File: src/rtl/cordic_pkg.sv
// Shared types and constants for the CORDIC vector-norm sequencer.
package cordic_pkg;

    typedef enum logic [2:0] {
        IDLE,
        LOAD,
        FETCH,
        ISSUE,
        WAIT,
        DONE
    } norm_state_t;

    localparam int NORM_DW = 16;
    localparam logic [NORM_DW-1:0] NORM_SAT_MAX = {1'b0, {(NORM_DW-1){1'b1}}};
    localparam logic [NORM_DW-1:0] NORM_SAT_MIN = {1'b1, {(NORM_DW-1){1'b0}}};

    localparam int MR_DIR_W = 16;

    typedef struct packed {
        logic [1:0]          quad;
        logic [MR_DIR_W-1:0] dir;
    } mr_entry_t;

endpackage

File: src/rtl/cordic_sat_abs.sv
// Combinational magnitude clamp: absolute value of a signed input (abs mode) or
// pass-through that treats a set MSB as overflow (clamp mode); both saturate to max.
module cordic_sat_abs
    import cordic_pkg::*;
#(
    parameter int W = NORM_DW
) (
    input  logic [W-1:0] val_i,
    input  logic         abs_mode_i,
    output logic [W-1:0] mag_o,
    output logic         ovf_o
);

    localparam logic [W-1:0] MAXV = (W == NORM_DW) ? W'(NORM_SAT_MAX) : {1'b0, {(W-1){1'b1}}};
    localparam logic [W-1:0] MINV = (W == NORM_DW) ? W'(NORM_SAT_MIN) : {1'b1, {(W-1){1'b0}}};

    always_comb begin
        mag_o = val_i;
        ovf_o = 1'b0;
        if (val_i[W-1]) begin
            if (abs_mode_i && (val_i != MINV)) begin
                mag_o = -val_i;
            end else begin
                mag_o = MAXV;
                ovf_o = 1'b1;
            end
        end
    end

endmodule

File: src/rtl/cordic_vec_norm_seq.sv
// Sequencer folding a streamed vector into a running CORDIC vectoring magnitude.
// Define MICROROT_STORE_EN to buffer each step's {quad, dir} for a later replay pass.
module cordic_vec_norm_seq
    import cordic_pkg::*;
#(
    parameter int DATA_WIDTH    = 16,
    parameter int ANGLE_WIDTH   = 16,
    parameter int CORDIC_STAGES = 16,
    parameter int MAX_DIM       = 8,
    parameter int DIM_W         = 4
) (
    input  logic                     clk,
    input  logic                     nreset,
    input  logic                     start,
    input  logic [DIM_W-1:0]         dim,
    input  logic                     in_valid,
    input  logic [DATA_WIDTH-1:0]    in_data,
    output logic                     in_ready,
    output logic                     busy,
    output logic                     err,
    output logic                     norm_valid,
    output logic [DATA_WIDTH-1:0]    norm_out,
    output logic                     norm_ovf,
    output logic                     cordic_vec_en,
    output logic [DATA_WIDTH-1:0]    cordic_vec_xin,
    output logic [DATA_WIDTH-1:0]    cordic_vec_yin,
    output logic                     cordic_vec_angle_calc_en,
    input  logic                     cordic_vec_opvld,
    input  logic [DATA_WIDTH-1:0]    cordic_vec_xout,
    input  logic [CORDIC_STAGES-1:0] vec_microRot_dir,
    input  logic [1:0]               vec_quad,
    input  logic                     vec_microRot_out_start,
`ifdef MICROROT_STORE_EN
    input  logic [DIM_W-1:0]         mr_rd_addr,
    output logic [CORDIC_STAGES-1:0] mr_rd_dir,
    output logic [1:0]               mr_rd_quad,
    output logic [DIM_W-1:0]         mr_count,
`endif
    output norm_state_t              dbg_state_o
);

    norm_state_t           state_q, state_d;
    logic [DIM_W-1:0]      dim_q, dim_d, step_q, step_d;
    logic [DATA_WIDTH-1:0] r_q, r_d, xin_q, xin_d, yin_q, yin_d, norm_out_q;
    logic                  ovf_q, ovf_d, err_d, err_q;
    logic                  busy_q, in_ready_q, vec_en_q, norm_valid_q, norm_ovf_q;
    logic [DATA_WIDTH-1:0] sat_in, sat_mag;
    logic                  sat_abs_mode, sat_ovf;
    logic                  dim_legal, in_hs;

    assign dim_legal = (dim != '0) && (dim <= DIM_W'(MAX_DIM));
    assign in_hs     = in_valid && in_ready_q;

    cordic_sat_abs #(.W(DATA_WIDTH)) u_sat (
        .val_i      (sat_in),
        .abs_mode_i (sat_abs_mode),
        .mag_o      (sat_mag),
        .ovf_o      (sat_ovf)
    );

    always_comb begin
        state_d      = state_q;
        dim_d        = dim_q;
        step_d       = step_q;
        r_d          = r_q;
        ovf_d        = ovf_q;
        xin_d        = xin_q;
        yin_d        = yin_q;
        err_d        = 1'b0;
        sat_in       = in_data;
        sat_abs_mode = 1'b1;
        unique case (state_q)
            IDLE: begin
                if (start) begin
                    if (dim_legal) begin
                        dim_d   = dim;
                        step_d  = '0;
                        ovf_d   = 1'b0;
                        state_d = LOAD;
                    end else begin
                        err_d = 1'b1;
                    end
                end
            end
            LOAD: begin
                if (in_hs) begin
                    if (dim_q == DIM_W'(1)) begin
                        r_d     = sat_mag;
                        ovf_d   = ovf_q | sat_ovf;
                        state_d = DONE;
                    end else begin
                        r_d     = in_data;
                        state_d = FETCH;
                    end
                end
            end
            FETCH: begin
                if (in_hs) begin
                    xin_d   = r_q;
                    yin_d   = in_data;
                    state_d = ISSUE;
                end
            end
            ISSUE: state_d = WAIT;
            WAIT: begin
                // The CORDIC magnitude is unsigned in spirit; a set MSB means it overflowed.
                sat_in       = cordic_vec_xout;
                sat_abs_mode = 1'b0;
                if (cordic_vec_opvld) begin
                    r_d     = sat_mag;
                    ovf_d   = ovf_q | sat_ovf;
                    step_d  = step_q + DIM_W'(1);
                    state_d = (step_d == dim_q - DIM_W'(1)) ? DONE : FETCH;
                end
            end
            DONE:    state_d = IDLE;
            default: state_d = IDLE;
        endcase
    end

    always_ff @(posedge clk or negedge nreset) begin
        if (!nreset) begin
            state_q <= IDLE;
        end else begin
            state_q <= state_d;
        end
    end

    // Outputs are decoded from the next state so every port comes straight off a flop.
    always_ff @(posedge clk or negedge nreset) begin
        if (!nreset) begin
            dim_q        <= '0;
            step_q       <= '0;
            r_q          <= '0;
            ovf_q        <= 1'b0;
            xin_q        <= '0;
            yin_q        <= '0;
            err_q        <= 1'b0;
            busy_q       <= 1'b0;
            in_ready_q   <= 1'b0;
            vec_en_q     <= 1'b0;
            norm_valid_q <= 1'b0;
            norm_ovf_q   <= 1'b0;
            norm_out_q   <= '0;
        end else begin
            dim_q        <= dim_d;
            step_q       <= step_d;
            r_q          <= r_d;
            ovf_q        <= ovf_d;
            xin_q        <= xin_d;
            yin_q        <= yin_d;
            err_q        <= err_d;
            busy_q       <= (state_d != IDLE);
            in_ready_q   <= (state_d == LOAD) || (state_d == FETCH);
            vec_en_q     <= (state_d == ISSUE);
            norm_valid_q <= (state_d == DONE);
            norm_ovf_q   <= (state_d == DONE) && ovf_d;
            if (state_d == DONE) begin
                norm_out_q <= r_d;
            end
        end
    end

    assign in_ready                 = in_ready_q;
    assign busy                     = busy_q;
    assign err                      = err_q;
    assign norm_valid               = norm_valid_q;
    assign norm_out                 = norm_out_q;
    assign norm_ovf                 = norm_ovf_q;
    assign cordic_vec_en            = vec_en_q;
    assign cordic_vec_xin           = xin_q;
    assign cordic_vec_yin           = yin_q;
    assign cordic_vec_angle_calc_en = 1'b0;
    assign dbg_state_o              = state_q;

    logic        unused_inputs;
    logic [31:0] unused_angle_w;
    assign unused_angle_w = 32'(ANGLE_WIDTH);

`ifdef MICROROT_STORE_EN
    localparam int MR_DEPTH = MAX_DIM - 1;
    localparam int MR_AW    = (MR_DEPTH > 1) ? $clog2(MR_DEPTH) : 1;

    mr_entry_t mr_mem [MR_DEPTH];
    mr_entry_t mr_rd_ent;

    // Not reset: contents stay valid until the next job overwrites them.
    always_ff @(posedge clk) begin
        if ((state_q == WAIT) && cordic_vec_opvld) begin
            mr_mem[step_q[MR_AW-1:0]] <= '{quad: vec_quad, dir: MR_DIR_W'(vec_microRot_dir)};
        end
    end

    always_comb begin
        mr_rd_ent = '0;
        if (mr_rd_addr < DIM_W'(MR_DEPTH)) begin
            mr_rd_ent = mr_mem[mr_rd_addr[MR_AW-1:0]];
        end
    end

    assign mr_rd_dir     = CORDIC_STAGES'(mr_rd_ent.dir);
    assign mr_rd_quad    = mr_rd_ent.quad;
    assign mr_count      = step_q;
    assign unused_inputs = vec_microRot_out_start;
`else
    assign unused_inputs = ^{vec_microRot_out_start, vec_quad, vec_microRot_dir};
`endif

endmodule

File: config.mk
export PLATFORM = sky130hd
export DESIGN_NAME = cordic_vec_norm_seq
export DESIGN_NICKNAME = d
export VERILOG_FILES = /design/src/rtl/cordic_pkg.sv /design/src/rtl/cordic_sat_abs.sv /design/src/rtl/cordic_vec_norm_seq.sv
export SDC_FILE = /design/constraint.sdc
export NUM_CORES = 1
export LEC_CHECK = 0
export BUFFER_PORTS_ARGS = -buffer_cell sky130_fd_sc_hd__clkbuf_2
export CAP_MARGIN = 5
export CORE_MARGIN = 10
export CORE_UTILIZATION = 47
export CTS_CLUSTER_DIAMETER = 60
export DETAILED_ROUTE_END_ITERATION = 7
export PLACE_DENSITY_LB_ADDON = 0.3
export SETUP_SLACK_MARGIN = 0.02
export SLEW_MARGIN = 0
export SYNTH_ARGS = -nofsm -noshare
export SYNTH_HDL_FRONTEND = slang
export SYNTH_HIERARCHICAL = 1
export SYNTH_SLANG_ARGS = --single-unit
export TNS_END_PERCENT = 30
File: constraint.sdc
create_clock -name clk -period 2.9 [get_ports clk]
set_input_delay 0.58 -clock clk [delete_from_list [all_inputs] [get_ports clk]]
set_output_delay 0.58 -clock clk [all_outputs]
set_load 0.005 [all_outputs]
# ---- Yosys cells after proc, flatten, opt, wreduce, memory -nomap -nowiden
# Cells that the tools add are included.
dict set report op_classes {
  n_addsub 3
  order_cmp 1
  n_eq_ne 14
  muxes 31
  n_bitwise 1
  reduce_logical 12
}
# cell count
set ops {}
lappend ops {{16-bit 2-to-1 mux} 6}
lappend ops {{16-bit case mux with 2 select lines} 1}
lappend ops {{3-bit 2-to-1 mux} 7}
lappend ops {{16-bit != test (second input constant)} 1}
lappend ops {{16-bit negator} 1}
lappend ops {{3-bit case mux with 5 select lines} 1}
lappend ops {{3-bit by 2-bit equality test with 1-bit output (second input constant)} 4}
lappend ops {{4-bit 2-to-1 mux} 3}
lappend ops {{1-bit 2-to-1 mux} 11}
lappend ops {{4-bit case mux with 2 select lines} 1}
lappend ops {{3-bit by 1-bit equality test with 1-bit output (second input constant)} 2}
lappend ops {{3-bit equality test (second input constant)} 2}
lappend ops {{2-bit != test (second input constant)} 3}
lappend ops {{4-bit by 1-bit adder with 4-bit output (second input constant)} 1}
lappend ops {{4-bit by 1-bit equality test with 1-bit output (second input constant)} 1}
lappend ops {{4-bit equality test} 1}
lappend ops {{4-bit less-or-equal comparator (second input constant)} 1}
lappend ops {{1-bit logical AND} 4}
lappend ops {{4-bit AND reduction} 1}
lappend ops {{4-bit nonzero test} 1}
lappend ops {{4-bit by 1-bit subtractor with 4-bit output (second input constant)} 1}
lappend ops {{3-bit logical NOT} 1}
lappend ops {{1-bit case mux with 3 select lines} 1}
lappend ops {{3-bit AND reduction} 1}
lappend ops {{5 further kinds} 5}
dict set report word_totals {
  reg_bits 82
  inputBits 60
  output_inout_bits 58
  elab_cells 76
}

# ---- Longest topological paths before layout
# Gate-level depths: netlist of run 1.
dict set report depth {
  word_depth 11
  ltp_mapped 15
  mapped_depth_nobuf 13
}

# ---- By module
# The synthesis of run 1 kept the hierarchy.
# module n_inst cells_per_inst area_per_inst_um2 seq_area_each_um2
set by_module_without_submodules {}
lappend by_module_without_submodules {cordic_vec_norm_seq 1 309 3689.8 2052.0}
lappend by_module_without_submodules {cordic_sat_abs 1 68 416.6 0.0}

# ---- Least setup slack after synthesis of run 1
# Ideal clock, no wire load.
dict set report synth_path {
  path_kind {register to register}
  from {register state_q[1], in the netlist dbg_state_o[1]}
  to {register norm_out_q[13], in the netlist norm_out[13]}
  setup_time_ns 0.125
  arrival_ns 3.132
  required_ns 2.775
  setup_slack_ns -0.357
  path_stages_with_launch 14
  n_path_buf 3
  synth_period_minus_slack_ns 3.257
  cell_sequence {dfrtp_1 -> buf_2 -> nor3_2 -> clkinv_1 -> clkbuf_1 -> nand2_1 -> nand2_1 -> or3_1 -> buf_2 -> o41ai_1 -> xor2_1 -> nand2_1 -> a221o_1 -> mux2_4}
}
dict set report synth_between {
  elab_cells_between_ends 23
  classes_between {add/sub (1); eq/ne (6); mux (14); reduce/logical (2)}
}
# element line_no
set synth_lines {}
lappend synth_lines {{from (decl)} cordic_vec_norm_seq.sv:42} ;# norm_state_t state_q, state_d;
lappend synth_lines {{from (signal assigned)} cordic_vec_norm_seq.sv:125} ;# state_q <= state_d;
lappend synth_lines {{3-bit equality test *} cordic_vec_norm_seq.sv:72} ;# unique case (state_q)
lappend synth_lines {{1-bit 2-to-1 mux *} cordic_vec_norm_seq.sv:72}
lappend synth_lines {{named net sat_abs_mode} cordic_vec_norm_seq.sv:48} ;# logic sat_abs_mode, sat_ovf;
lappend synth_lines {{1-bit logical AND *} cordic_sat_abs.sv:21} ;# if (abs_mode_i && (val_i != MINV)) begin
lappend synth_lines {{16-bit 2-to-1 mux *} cordic_sat_abs.sv:21}
lappend synth_lines {{16-bit 2-to-1 mux *} cordic_sat_abs.sv:20} ;# if (val_i[W-1]) begin
lappend synth_lines {{named net sat_mag[13]} cordic_vec_norm_seq.sv:47} ;# logic [DATA_WIDTH-1:0] sat_in, sat_mag;
lappend synth_lines {{16-bit 2-to-1 mux} cordic_vec_norm_seq.sv:87} ;# if (dim_q == DIM_W'(1)) begin
lappend synth_lines {{16-bit 2-to-1 mux} cordic_vec_norm_seq.sv:86} ;# if (in_hs) begin
lappend synth_lines {{16-bit case mux with 2 select lines *} cordic_vec_norm_seq.sv:72}
lappend synth_lines {{named net r_d[13]} cordic_vec_norm_seq.sv:44} ;# logic [DATA_WIDTH-1:0] r_q, r_d, xin_q, xin_d, yin_q, yin_d, norm_out_q;
lappend synth_lines {{to (signal assigned)} cordic_vec_norm_seq.sv:159} ;# norm_out_q <= r_d;
lappend synth_lines {{to (decl)} cordic_vec_norm_seq.sv:44}
# The timed path passes the listed nets; every way through them passes the cells marked *.
# A chain may end at the register's enable or synchronous reset.

# ---- Worst setup path in the final report of run 1
dict set report layout_path {
  from {register state_q[1], in the netlist dbg_state_o[1]}
  to {register norm_out_q[12], in the netlist norm_out[12]}
}
dict set report layout_between {
  elab_chain_len 9
  elab_cells_between_ends 23
  classes_between {add/sub (1); eq/ne (6); mux (14); reduce/logical (2)}
}
# element line_no
set layout_rtl {}
lappend layout_rtl {{3-bit equality test *} cordic_vec_norm_seq.sv:72}
lappend layout_rtl {{16-bit 2-to-1 mux *} cordic_vec_norm_seq.sv:72}
lappend layout_rtl {{named net sat_in[6]} cordic_vec_norm_seq.sv:47}
lappend layout_rtl {{parallel branches: the longest is 2 deep, another holds 16-bit negator} -}
lappend layout_rtl {{16-bit 2-to-1 mux *} cordic_sat_abs.sv:21}
lappend layout_rtl {{16-bit 2-to-1 mux *} cordic_sat_abs.sv:20}
lappend layout_rtl {{named net sat_mag[12]} cordic_vec_norm_seq.sv:47}
lappend layout_rtl {{16-bit 2-to-1 mux} cordic_vec_norm_seq.sv:87}
lappend layout_rtl {{16-bit 2-to-1 mux} cordic_vec_norm_seq.sv:86}
lappend layout_rtl {{16-bit case mux with 2 select lines *} cordic_vec_norm_seq.sv:72}
lappend layout_rtl {{named net r_d[12]} cordic_vec_norm_seq.sv:44}
# Mark *: on every way through the listed nets, which the timed path passes.

==> results.md, run 1 <==
- Status: complete, but fails checks
- Violated checks: negative setup slack
- DRC Markers: 0
- Min cycle time layout: a little under 3 ns
- Total grt overflow: 0
- Total number of vias: 3,332
- Critical Path RT: 3.16 ns
- Mean Syn Cell Area: 10.9 sq um
- Setup crit end kind: flop
- Remaining antenna violation count: 0
- Number of synthesized flops with an enable pin: 0
- Slowest cell on crit path: or3_4
- Die Y: between 100 and 150 um
- Synthesized instance count: 377
- P&R area growth vs syn: 32.9%
- Core footprint: 8590 sq um
- GRT Total Usage: 0.166
- Yosys top cell area share: 0.500
- Reg2reg setup slack: -0.08 ns
- CP max FO: 6
- Max-cap viol count: 0
- Max VDD drop: 0.000403 V
- Area leader, netlist: dfrtp_1
- Tcrit/Tclk final: 1.03
- Setup Crit Path Kind: flop to flop
- Sw frac: 0.359
- Worst rel slew slack: 0.529
- Post-CTS Hold Buffers: 0
- Min-delay worst type: primary input to asynchronous set/reset pin
- Die area: 12,900 sq um
- Worst path cell trace: nor3_4 -> buf_4 -> clkinv_2 -> nand2_1 -> nand2_1 -> or3_4 -> buf_6 -> o41ai_4 -> xor2_1 -> nand2_1 -> a221o_1 -> mux2_4
- Power Dens Cells: between 800 and 900 nW/um^2
- Min Hold Slack: 0.198 ns
- Total Wirelength: 10.9 mm
- Hold Violations, Final: 0
- Multi-input logic area: 2090 sq um
- First-pass GRT wire length: 17.6 mm
- Syn Nets: 441
- Boundary Pins: 118
- Clk sinks: 82
- Most used DFF post-synth: dfrtp_1
- H-tree Lvls: 3
- Post-synth ARST share: 1.00
- Seq/Total Area, Yosys: 0.500
- CTS tree: done
- Port bufs: 97
- NetSw: 0.00175 W
- Fill cell instance count of the final layout: 687
- CTS buffer count: 9
- Leak Pwr: 2.74 nW
- Clock Skew: roughly 0.017 ns
- Number of global-route vias before repair: 3,468
- Fraction of layout cells with a size suffix above 1: 0.483
- Mapped cell area: between 4000 and 5000 sq um
- Most common cell in the synthesized netlist: dfrtp_1
- Final net count: 575
- Post-synth cell types: 49
- Clk pwr share: 0.181
- Initial Utilization: 0.478
- Reg area: 2050 sq um
- CTS Buffer Depth: 2
- Initial antenna violation count: 0
- Slew @ Worst Pin: 0.707 ns
- Internal power: 0.00312 W
- Critical Path Source Type: flop
- CTS root buf: clkbuf_8
- Ranking of synthesized cells by area: dfrtp_1, mux2_2, nand2_1
- Iteration-0 DRC Markers: 149
- Ys Warns: 6
- Part of the power in registers: 0.375
- Clk_lat worst skew: 0.37 ns
- Clock Pin Slew Worst Setup and Hold Paths: approximately 0.090 ns
- GPL Wtd Cong: 0.825
- # diodes: 0
- Fin. max-slew vios: 0
- Worst setup margin: -0.0756 ns
- FP Rows: 34
- RSZ-0062 raised after global routing: yes
- Top post-synthesis cells by count: dfrtp_1, nand2_1, mux2_2
- Setup TNS: -0.444 ns
- DIE WIDTH: 113 um
- Vias per cell: 5.34
- CP arrival: 3.24 ns
- Hpwl dp: between 7 and 8 mm
- Final setup violation count: 11
- Most frequent CP cell: nand2_1
- #FFs+latches synth: between 80 and 90
- WL/cell: 17.5 um
- Drt pass-1 iters: 4
- Crit-path max cell delay: 0.44 ns
- Largest net degree at the start of global routing: 47
- Comb pwr share: 0.444
- Max frequency: 336 MHz
[power by group through the flow]
stage	clock network (W)	logic (W)	registers [W]
2_1_floorplan	0	0.00126	0.00183
3_3_place_gp	0	0.00196	0.00181
3_5_place_dp	0	0.00202	0.00184
4_1_cts	0.000891	0.00206	0.00182
5_1_grt	0.000947	0.00238	0.00188
6_report	0.000881	0.00216	0.00182
[registers in the layout (all words and copies together) (netlist names)]
name,cells
cordic_vec_xin,16
cordic_vec_yin,16
norm_out,16
r_q,16
dim_q,4
step_q,4
dbg_state_o,3
busy,1
cordic_vec_en,1
err,1
in_ready,1
norm_ovf,1
norm_valid,1
ovf_q,1
[logic make-up (layout without fill, tap and decap cells)]
family / after synthesis / count (layout) / share of synthesized area
adder cells (fa/ha/maj): 4 / 4 / 0.0122
multiplexers: 49 / 49 / 0.142
AO/OA/AOI/OAI: 51 / 51 / 0.0990
buffers and inverters: 29 / 168 / 0.0356
XOR/XNOR: 23 / 23 / 0.0491
flip-flops: 82 / 82 / 0.500
other: 1 / 1 / 0.000913
AND/OR/NAND/NOR: 138 / 138 / 0.162
[what timing repair did]
action | 4_1_cts | 5_1_grt
pin swaps | 3 | 20
endpoints found under the setup margin | 15 | 17
buffers inserted | 1 | 11
resized for setup | 7 | 27
gates cloned | 0 | 1
[path summary, 6_finish.rpt]
kind	from	to	depth (start not counted)
max in group asynchronous	nreset	cordic_vec_yin[15]	2
worst min-delay path	nreset	norm_out[0]	1
worst max-delay path	dbg_state_o[1]	norm_out[12]	12
min in group clk	dim[2]	dim_q[3]	2
worst min register to register	r_q[7]	cordic_vec_xin[7]	1
worst max register to register	dbg_state_o[1]	norm_out[12]	12
[per-layer routing]
metal | part of all wire | wire length (um) | GRT usage
met1 | 0.42 | 4640 | 0.204
met2 | 0.49 | 5380 | 0.266
met3 | 0.068 | 739 | 0.0572
met4 | 0.016 | 177 | 0.0584
met5 | 0 | 0 | 0
[worst max-delay path, delay by kind of cell, from the launching register on]
family                    cells  cell delay [ns]
and+or+nand+nor               5             0.95
AOI/OAI and AO/OA             2             0.69
buffers and inverters         3             0.41
DFF                           1             0.41
muxes                         1             0.26
xor gates and xnor gates      1             0.17
[stage by stage]
stage	setup WS [ns]	utilization	area, sq um	power [W]	instances
floorplan	-0.0603	-	4200	0.00309	377
global placement	-0.0882	0.579	4970	0.00377	595
detailed placement	-0.185	0.579	4970	0.00386	595
CTS	-0.00648	0.608	5220	0.00477	612
global route	-0.207	0.635	5460	0.00521	624
finish	-0.0756	0.635	5460	0.00486	624
[placed cells by master (no fill, tap or decap), types with 5 or more instances in the layout]
cell type,Yosys,layout
mux2_2,41,41
buf_4,2,39
nor2_1,13,12
nor2b_1,19,19
buf_12,1,6
clkbuf_8,0,10
nand2_2,1,5
dfrtp_1,82,81
nand3_1,5,5
xor2_1,14,14
nand2_1,76,70
a221o_1,16,16
xnor2_1,9,9
mux2_4,8,8
o21ai_0,12,10
clkbuf_2,0,96
[final cells by class]
cell class / count / area share
multi-input cells: 266 / 0.383
repair buffers: 144 / 0.171
repair inverters: 1 / 0.000917
inverters: 7 / 0.00619
clock buffers: 10 / 0.0252
clock inverters: 6 / 0.0133
flip-flops and latches: 82 / 0.376
well taps: 108 / 0.0248
(Power assumes the default switching activity.)
==> inputs of run 2 (changes only) <==
--- a/config.mk
+++ b/config.mk
@@ -5,7 +5,7 @@
 export SDC_FILE = /design/constraint.sdc
 export NUM_CORES = 1
 export LEC_CHECK = 0
-export BUFFER_PORTS_ARGS = -buffer_cell sky130_fd_sc_hd__clkbuf_2
+export BUFFER_PORTS_ARGS = -buffer_cell sky130_fd_sc_hd__buf_2
 export CAP_MARGIN = 5
 export CORE_MARGIN = 10
 export CORE_UTILIZATION = 47
==> results.md, run 2 (same netlist as run 1, synthesis figures left out) <==
- Status: complete, but fails checks
- Violated checks: negative setup slack
- Worst path cell trace: inv_2 -> nor3_4 -> inv_4 -> buf_4 -> nand2_1 -> nand2_1 -> or3_4 -> o41ai_4 -> xor2_1 -> nand2_1 -> a221o_1 -> mux2_4
- Final setup violation count: 2
- Slew @ Worst Pin: 0.699 ns
- Initial Utilization: 0.478
- Worst R2R Path Depth: 12
- First-pass GRT wire length: about 17 mm
- Core footprint: 8590 sq um
- RSZ-0062 raised after global routing: yes
- Most common cell after layout, fill and taps aside: buf_2
- Fill cell instance count of the final layout: 718
- Most frequent CP cell: nand2_1
- Post-CTS Hold Buffers: 0
- Critical Path Source Type: flop
- Min-delay worst type: primary input to asynchronous set/reset pin
- Fraction of layout cells with a size suffix above 1: 0.460
- Design Area, Final: around 5300 sq um
- Max VDD drop: 0.000487 V
- Largest net degree at the start of global routing: 45
- Worst rel slew slack: 0.534
- Setup crit end kind: flop
- CTS buffer count: 9
- P&R area growth vs syn: 28.7%
- DRC Markers: 0
- Worst setup margin: -0.0175 ns
- Clk_lat worst skew: between 0.3 and 0.4 ns
- CTS Buffer Depth: 2
- Final net count: 563
- R2r endpoint: norm_out[13]
- Max-cap viol count: 0
- Cell family with most CP delay: simple AND/OR/NAND/NOR gates
- Dpl cell area: 4940 sq um
- Reg2reg setup slack: -0.02 ns
- Vias per cell: 5.26
- # diodes: 0
- Power Dens Cells: between 900 and 1000 nW/um^2
- Total grt overflow: 0
- Pre-CTS WS: -0.190 ns
- Worst path bufs/invs: 3
- CP arrival: between 3 and 4 ns
- Hold Violations, Final: 0
- Max frequency: 343 MHz
- Setup TNS: -0.0239 ns
- Pwr Total: approximately 0.0048 W
- Setup Crit Path Kind: flop to flop
- Hpwl dp: 7.81 mm
- Fin cells: between 600 and 700
- Highest-count cells in the layout ignoring fill and taps: buf_2, dfrtp_1, nand2_1
- Die area: 12,900 sq um
- Critical Path Stages: 12
- Critical Path RT: roughly 3.1 ns
- FP Rows: 34
- GPL Wtd Cong: between 0.8 and 0.9
- GRT Total Usage: 0.163
- Drt pass-1 iters: 4
- Min cycle time layout: 2.92 ns
- Number of global-route vias before repair: 3,365
- Slowest cell on crit path: or3_4
- Total Wirelength: roughly 11 mm
- Boundary Pins: about 120
- CTS tree: done
- Total number of vias: 3,219
- Clock Pin Slew Worst Setup and Hold Paths: 0.09 ns
- Leak Pwr: between 2 and 3 nW
- Initial antenna violation count: 0
- Remaining antenna violation count: 0
- H-tree Lvls: 3
- Port bufs: 97
- Clk sinks: 82
- CP max FO: 12
- WL/cell: 17.3 um
- DIE WIDTH: 113 um
- Iteration-0 DRC Markers: 187
- Crit-path max cell delay: roughly 0.40 ns
- Worst flop-to-flop path startpoint: dbg_state_o[2]
- Die Y: between 100 and 150 um
- Fin. max-slew vios: 0
- CTS root buf: clkbuf_8
- Clock Skew: around 0.0077 ns
- Tcrit/Tclk final: 1.01
- DP Cell Count: 591
## run 2: through the flow
step	hold WS (ns)	utilization
6_report	0.213	0.615
4_1_cts	0.230	0.612
5_1_grt	0.251	0.615
3_5_place_dp	0.486	0.575
2_1_floorplan	0.284	-
3_3_place_gp	0.478	0.575
## run 2: power breakdown
part / internal [W] / switching, W / total [W]
logic: 0.00106 / 0.00100 / 0.00206
registers: 0.00158 / 0.000234 / 0.00181
clock network: 0.000510 / 0.000421 / 0.000931
## run 2: layout make-up
| class | count | area, sq um | share of cell area |
|---|---|---|---|
| well taps | 108 | 135 | 0.0256 |
| multi-input cells | 266 | 2030 | 0.385 |
| clock buffers | 10 | 138 | 0.0260 |
| inverters | 7 | 28.8 | 0.00544 |
| clock inverters | 6 | 90.1 | 0.0170 |
| repair buffers | 133 | 808 | 0.153 |
| flip-flops and latches | 82 | 2050 | 0.388 |
## run 2: metal layers
| metal | up-vias | track usage | routed length, um |
|---|---|---|---|
| met5 | - | 0 | 0 |
| met4 | 0 | 0.0533 | 108 |
| met3 | 10 | 0.0420 | 653 |
| met2 | 86 | 0.267 | 5190 |
| met1 | 1567 | 0.206 | 4630 |
| li1 | 1556 | - | - |
## run 2: worst max path at each step
stage	start	end
2_1_floorplan	dbg_state_o[0]	norm_out[12]
3_3_place_gp	dbg_state_o[2]	norm_out[11]
3_5_place_dp	dbg_state_o[2]	norm_out[12]
4_1_cts	dbg_state_o[1]	norm_out[12]
5_1_grt	dbg_state_o[2]	norm_out[12]
6_report	dbg_state_o[2]	norm_out[13]
## run 2: timing repair
action,CTS,global route
setup buffers,5,0
pin swaps,11,3
gates resized for setup,12,5
setup endpoints to repair,11,32
